**src/rtl/csp_merge_arbiter.sv**
```systemverilog
// Two-port round-robin merge arbiter for four-phase req/ack channels feeding one output channel.
// One transfer is in flight at a time, and each port has a saturating grant counter.
module csp_merge_arbiter #(
    parameter int WIDTH = 8,
    parameter int CW    = 16
) (
    input  logic             clk,
    input  logic             rst_n,
    input  logic             enable,
    input  logic             cnt_clr,
    input  logic             in0_req,
    input  logic [WIDTH-1:0] in0_data,
    output logic             in0_ack,
    input  logic             in1_req,
    input  logic [WIDTH-1:0] in1_data,
    output logic             in1_ack,
    output logic             out_req,
    output logic [WIDTH-1:0] out_data,
    input  logic             out_ack,
    output logic             grant_id,
    output logic             busy,
    output logic [CW-1:0]    cnt0,
    output logic [CW-1:0]    cnt1
);

    typedef enum logic [1:0] {
        S_IDLE = 2'd0,
        S_REQ  = 2'd1,
        S_REL  = 2'd2,
        S_ACK  = 2'd3
    } state_t;

    function automatic logic [CW-1:0] sat_inc(input logic [CW-1:0] v);
        logic [CW-1:0] r;
        if (v == {CW{1'b1}}) begin
            r = v;
        end else begin
            r = v + CW'(1);
        end
        return r;
    endfunction

    state_t           state_r;
    state_t           state_nx_s;
    logic             ack0_r;
    logic             ack1_r;
    logic             out_req_r;
    logic             busy_r;
    logic             grant_r;
    logic             last_r;
    logic [WIDTH-1:0] data_r;
    logic [CW-1:0]    cnt0_r;
    logic [CW-1:0]    cnt1_r;

    logic             elig0_s;
    logic             elig1_s;
    logic             gnt_valid_s;
    logic             gnt_port_s;
    logic             gnt_req_s;
    logic             done_s;
    logic             out_req_nx_s;
    logic             ack0_nx_s;
    logic             ack1_nx_s;
    logic             busy_nx_s;

    assign elig0_s   = in0_req & ~ack0_r;
    assign elig1_s   = in1_req & ~ack1_r;
    assign gnt_req_s = grant_r ? in1_req : in0_req;
    assign done_s    = (state_r == S_ACK) & ~gnt_req_s;

    // Grant decision in IDLE; under contention the port not served last wins.
    always_comb begin
        gnt_valid_s = 1'b0;
        gnt_port_s  = 1'b0;
        if ((state_r == S_IDLE) && enable) begin
            if (elig0_s && elig1_s) begin
                gnt_valid_s = 1'b1;
                gnt_port_s  = ~last_r;
            end else if (elig0_s) begin
                gnt_valid_s = 1'b1;
                gnt_port_s  = 1'b0;
            end else if (elig1_s) begin
                gnt_valid_s = 1'b1;
                gnt_port_s  = 1'b1;
            end else begin
                gnt_valid_s = 1'b0;
                gnt_port_s  = 1'b0;
            end
        end else begin
            gnt_valid_s = 1'b0;
            gnt_port_s  = 1'b0;
        end
    end

    // Next-state logic for the four-phase handshake sequence.
    always_comb begin
        state_nx_s = state_r;
        case (state_r)
            S_IDLE: begin
                if (gnt_valid_s) begin
                    state_nx_s = S_REQ;
                end else begin
                    state_nx_s = S_IDLE;
                end
            end
            S_REQ: begin
                if (out_ack) begin
                    state_nx_s = S_REL;
                end else begin
                    state_nx_s = S_REQ;
                end
            end
            S_REL: begin
                if (!out_ack) begin
                    state_nx_s = S_ACK;
                end else begin
                    state_nx_s = S_REL;
                end
            end
            S_ACK: begin
                if (done_s) begin
                    state_nx_s = S_IDLE;
                end else begin
                    state_nx_s = S_ACK;
                end
            end
            default: state_nx_s = S_IDLE;
        endcase
    end

    // Output decode from the next state so every output comes straight from a flop.
    always_comb begin
        out_req_nx_s = 1'b0;
        ack0_nx_s    = 1'b0;
        ack1_nx_s    = 1'b0;
        busy_nx_s    = 1'b0;
        case (state_nx_s)
            S_IDLE: begin
                busy_nx_s = 1'b0;
            end
            S_REQ: begin
                out_req_nx_s = 1'b1;
                busy_nx_s    = 1'b1;
            end
            S_REL: begin
                busy_nx_s = 1'b1;
            end
            S_ACK: begin
                busy_nx_s = 1'b1;
                ack0_nx_s = ~grant_r;
                ack1_nx_s = grant_r;
            end
            default: begin
                busy_nx_s = 1'b0;
            end
        endcase
    end

    // State register and registered handshake outputs.
    always_ff @(posedge clk or negedge rst_n) begin
        if (!rst_n) begin
            state_r   <= S_IDLE;
            out_req_r <= 1'b0;
            ack0_r    <= 1'b0;
            ack1_r    <= 1'b0;
            busy_r    <= 1'b0;
        end else begin
            state_r   <= state_nx_s;
            out_req_r <= out_req_nx_s;
            ack0_r    <= ack0_nx_s;
            ack1_r    <= ack1_nx_s;
            busy_r    <= busy_nx_s;
        end
    end

    // Grant id and data capture on the grant edge; held until the next grant.
    always_ff @(posedge clk or negedge rst_n) begin
        if (!rst_n) begin
            grant_r <= 1'b0;
            data_r  <= {WIDTH{1'b0}};
        end else if (gnt_valid_s) begin
            grant_r <= gnt_port_s;
            data_r  <= gnt_port_s ? in1_data : in0_data;
        end else begin
            grant_r <= grant_r;
            data_r  <= data_r;
        end
    end

    // Round-robin pointer; reset value 1 makes port 0 win the first contention.
    always_ff @(posedge clk or negedge rst_n) begin
        if (!rst_n) begin
            last_r <= 1'b1;
        end else if (done_s) begin
            last_r <= grant_r;
        end else begin
            last_r <= last_r;
        end
    end

    // Saturating completion counters; clear overrides a coincident increment.
    always_ff @(posedge clk or negedge rst_n) begin
        if (!rst_n) begin
            cnt0_r <= {CW{1'b0}};
            cnt1_r <= {CW{1'b0}};
        end else if (cnt_clr) begin
            cnt0_r <= {CW{1'b0}};
            cnt1_r <= {CW{1'b0}};
        end else if (done_s) begin
            if (grant_r) begin
                cnt1_r <= sat_inc(cnt1_r);
            end else begin
                cnt0_r <= sat_inc(cnt0_r);
            end
        end else begin
            cnt0_r <= cnt0_r;
            cnt1_r <= cnt1_r;
        end
    end

    assign out_req  = out_req_r;
    assign in0_ack  = ack0_r;
    assign in1_ack  = ack1_r;
    assign busy     = busy_r;
    assign grant_id = grant_r;
    assign out_data = data_r;
    assign cnt0     = cnt0_r;
    assign cnt1     = cnt1_r;

endmodule
```
**config.mk**
```make
export PLATFORM = sky130hd
export DESIGN_NAME = csp_merge_arbiter
export DESIGN_NICKNAME = d
export VERILOG_FILES = /design/src/rtl/csp_merge_arbiter.sv
export SDC_FILE = /design/constraint.sdc
export NUM_CORES = 1
export LEC_CHECK = 0
export CAP_MARGIN = 20
export CORE_MARGIN = 4
export CORE_UTILIZATION = 44
export CTS_CLUSTER_DIAMETER = 120
export CTS_CLUSTER_SIZE = 10
export DETAILED_ROUTE_END_ITERATION = 6
export PLACE_DENSITY = 0.74
export SLEW_MARGIN = 0
export SYNTH_ARGS = -nofsm -noshare
export SYNTH_HDL_FRONTEND = slang
export SYNTH_SLANG_ARGS = --single-unit
```
**constraint.sdc**
```tcl
create_clock -name clk -period 1.8 [get_ports clk]
set_clock_uncertainty 0.1 [all_clocks]
set_input_delay 0.18 -clock clk [delete_from_list [all_inputs] [get_ports clk]]
set_output_delay 0.18 -clock clk [all_outputs]
set_load 0.01 [all_outputs]
```
==> metrics.yaml <==
outcome: "finished with violations"
synthAdderAreaFrac_pct: 0.972
via_per_inst: 5.66
die-width_um: 84.5
dr.first_iter.drc_count: 131
die-area_um2: 7140
area_delta_synth_final_pct: 54.5
fin_crit_ps: 1830
cp-start-kind: "flip-flop"
wl_mm: 7.28
holdCritPathClass: "input pin to async pin"
layout_commonest_cell: "clkdlybuf4s50_1"
final_cells: 458
timing.critical_path.buf_inv: 1
yosysSeqAreaShare_pct: 46.7
max_slew_margin_pct: 73.8
p_leak_nw: 1.70
worst_pin_slew_ps: 393
path_clk_slew_ps: 100
powerDensity_nw_per_um2: 759
cp_num_cells: 6
crit_end: "cnt1[3]$_DFFE_PN0P_"
clock_latency_ps: 310
async_flop_share_pct: 100
worstPathRequired_ps: 1900
cts_root_buf: "clkbuf_8"
pin_count: 68
post-route-drc-count: 0
synth_compound_area_share_pct: 17.7
critPathTopFamily: "simple AND/OR/NAND/NOR gates"
synth_edf_count: 0
worstPathCellList: "ha_4 > and3_4 > and4bb_2 > buf_4 > o31ai_1 > a21oi_2"
dp_cells: 441
postSynthAreaPerCell_um2: 9.68
start_util_pct: 45.9
ir_worst_vdd_mv: 0.580
final_cell_mix: "65 x clkdlybuf4s50_1, 50 x buf_4, 43 x dfrtp_1"
cp.arrival_ps: 1930
firstDrtPassIters: 4
synthMuxAreaShare_pct: 5.98
synth_simple_gate_area_share_pct: 25.5
cts-htree-levels: 2
io_buffers: 67
slowest_delay_ps: 440
placementRows: 27
cts_tree: "yes"
period_share_pct: 102
grtUsageTotal_pct: 19.5
synthCells: 266
crit_fanout: 4
rsz0062_at_grt: "true"
fin_ws_ps: -32.6
synth.distinct_cells: 47
ff2ff_setup_slack_ps: -30
vias: 2593
wl_per_cell_um: 15.9
nNetsFinal: 410
clockBufferDepth: 2
grt_max_degree: 32
ant_nets: 0
fp.dieH_um: 84.5
synth_top_family_by_area: "simple AND/OR/NAND/NOR gates"
cts_num_sinks: 48
r2r_start: "cnt1[0]$_DFFE_PN0P_"
grt_pass1_wl_mm: 11.4
final_hold_viol_count: 0
report.final.slew_viol_count: 0
whs_ps: 215
cts_inserted_buffers: 5
path_class: "flip-flop to flip-flop"
worst_path_max_delay_cell: "dfrtp_1"
coreArea_um2: 5610
rr_worst_depth: 6
grt_overflow_total: 0
crit_start: "cnt1[0]$_DFFE_PN0P_"
antenna_found_initial: 0
ys_ff_latch: 48
grt_pass1_vias: 2483
fmax_mhz: 546
synth_warnings: 0
syn_area_um2: 2570
drive_above_1_share_pct: 26.7
r2r-end: "cnt1[3]$_DFFE_PN0P_"
ys.flop_type: "dfrtp_1"
synthXorXnorAreaFrac_pct: 0
violations: "setup timing"
drv_cap: 0
gp_congestion: 0.838
endpoint_kind: "flip-flop"
dp_hpwl_mm: 5.17
syn_nets: 291
antennaDiodeCount: 0
setup_violations: 2
worst min-delay path by stage:
| stage | slack [ps] | endpoint | depth (start not counted) |
|---|---|---|---|
| floorplan | -220 | busy$_DFF_PN0_ | 0 |
| global placement | 20 | cnt0[2]$_DFFE_PN0P_ | 1 |
| detailed placement | 30 | cnt0[2]$_DFFE_PN0P_ | 1 |
| CTS | 210 | cnt1[0]$_DFFE_PN0P_ | 2 |
| global route | 230 | cnt1[0]$_DFFE_PN0P_ | 2 |
| finish | 220 | cnt1[0]$_DFFE_PN0P_ | 2 |
power by group:
| group | switching (mW) | total (mW) | internal, mW |
|---|---|---|---|
| logic | 0.462 | 0.989 | 0.528 |
| clock network | 0.390 | 0.669 | 0.279 |
| registers | 0.101 | 1.36 | 1.26 |
| total | 0.952 | 3.02 | 2.07 |
cell type report:
class                      instances  area, µm²
tap                               72       90.1
fill                             439       1630
sequential                        48       1210
inverter                           9       33.8
clock buffer                       5       68.8
timing repair buffer             123       1120
clock inverter                     3       22.5
multi-input combinational        198       1440
what timing repair did:
item                                    4_1_cts  5_1_grt
endpoints found under the setup margin        9       22
hold buffers                                  1        0
endpoints found under the hold margin        15        0
buffers inserted                              3        5
resized for setup                             4       25
pin swaps                                     3       12
per-layer routing:
metal	global-route usage (%)	part of all wire (%)	vias up
met1	24.4	41	1274
met2	34.2	54	52
met3	3.34	3.2	9
met5	0	0	-
li1	-	-	1258
met4	6.33	1.5	0
kinds of logic (layout without fill, tap and decap cells):
logic type,Yosys count,after routing
and+or+nand+nor,110,110
AOI/OAI and AO/OA,71,71
DFF,48,48
buffers and inverters,20,140
muxes,15,15
adders and majority gates,2,2
through the flow:
stage | setup TNS [ps] | util (%) | setup slack [ps] | cell area [µm²] | total power [mW]
5_1_grt | -634 | 71.0 | -77.9 | 3980 | 3.21
4_1_cts | -11.4 | 68.1 | -11.4 | 3820 | 3.03
6_report | -54.3 | 71.0 | -32.6 | 3980 | 3.02
3_5_place_dp | -5590 | 65.8 | -397 | 3690 | 2.35
3_3_place_gp | -5070 | 65.8 | -370 | 3690 | 2.32
2_1_floorplan | -119 | - | -60.9 | 2620 | 1.80
cell usage after synthesis (all sizes together) (2+ instances only):
master	number	area share [%]
nand4	11	3.7
nor2b	6	1.5
a211oi	4	1.2
and2	3	0.73
mux2i	12	4.7
o41ai	2	0.68
mux2	3	1.3
dfrtp	47	46
and4bb	2	0.97
o311ai	2	0.68
ha	2	0.97
or4	12	3.5
o31a	3	1.0
clkbuf	8	1.2
o21ai	16	3.1
and4	2	0.68
or3	5	1.2
inv	9	1.3
buf	3	0.68
nor4	5	1.8
nand3	5	0.97
o31ai	15	4.4
a21oi	21	4.1
nor2	15	2.2
and3	5	1.2
nand2	28	4.1
nor3	5	0.97
sequential cells by signal (all words and copies together), names as in the netlist:
register / flops
busy: 1
cnt1: 16
grant_id: 1
out_data: 8
last_r: 1
state_r: 2
in1_ack: 1
in0_ack: 1
out_req: 1
cnt0: 16
worst reg2reg max path, cell delays in order, from the launching register on:
cell      delay (ps)
dfrtp_1          440
ha_4             190
and3_4           170
and4bb_2         270
buf_4            150
o31ai_1          300
a21oi_2          100
(Power assumes the default switching activity.)
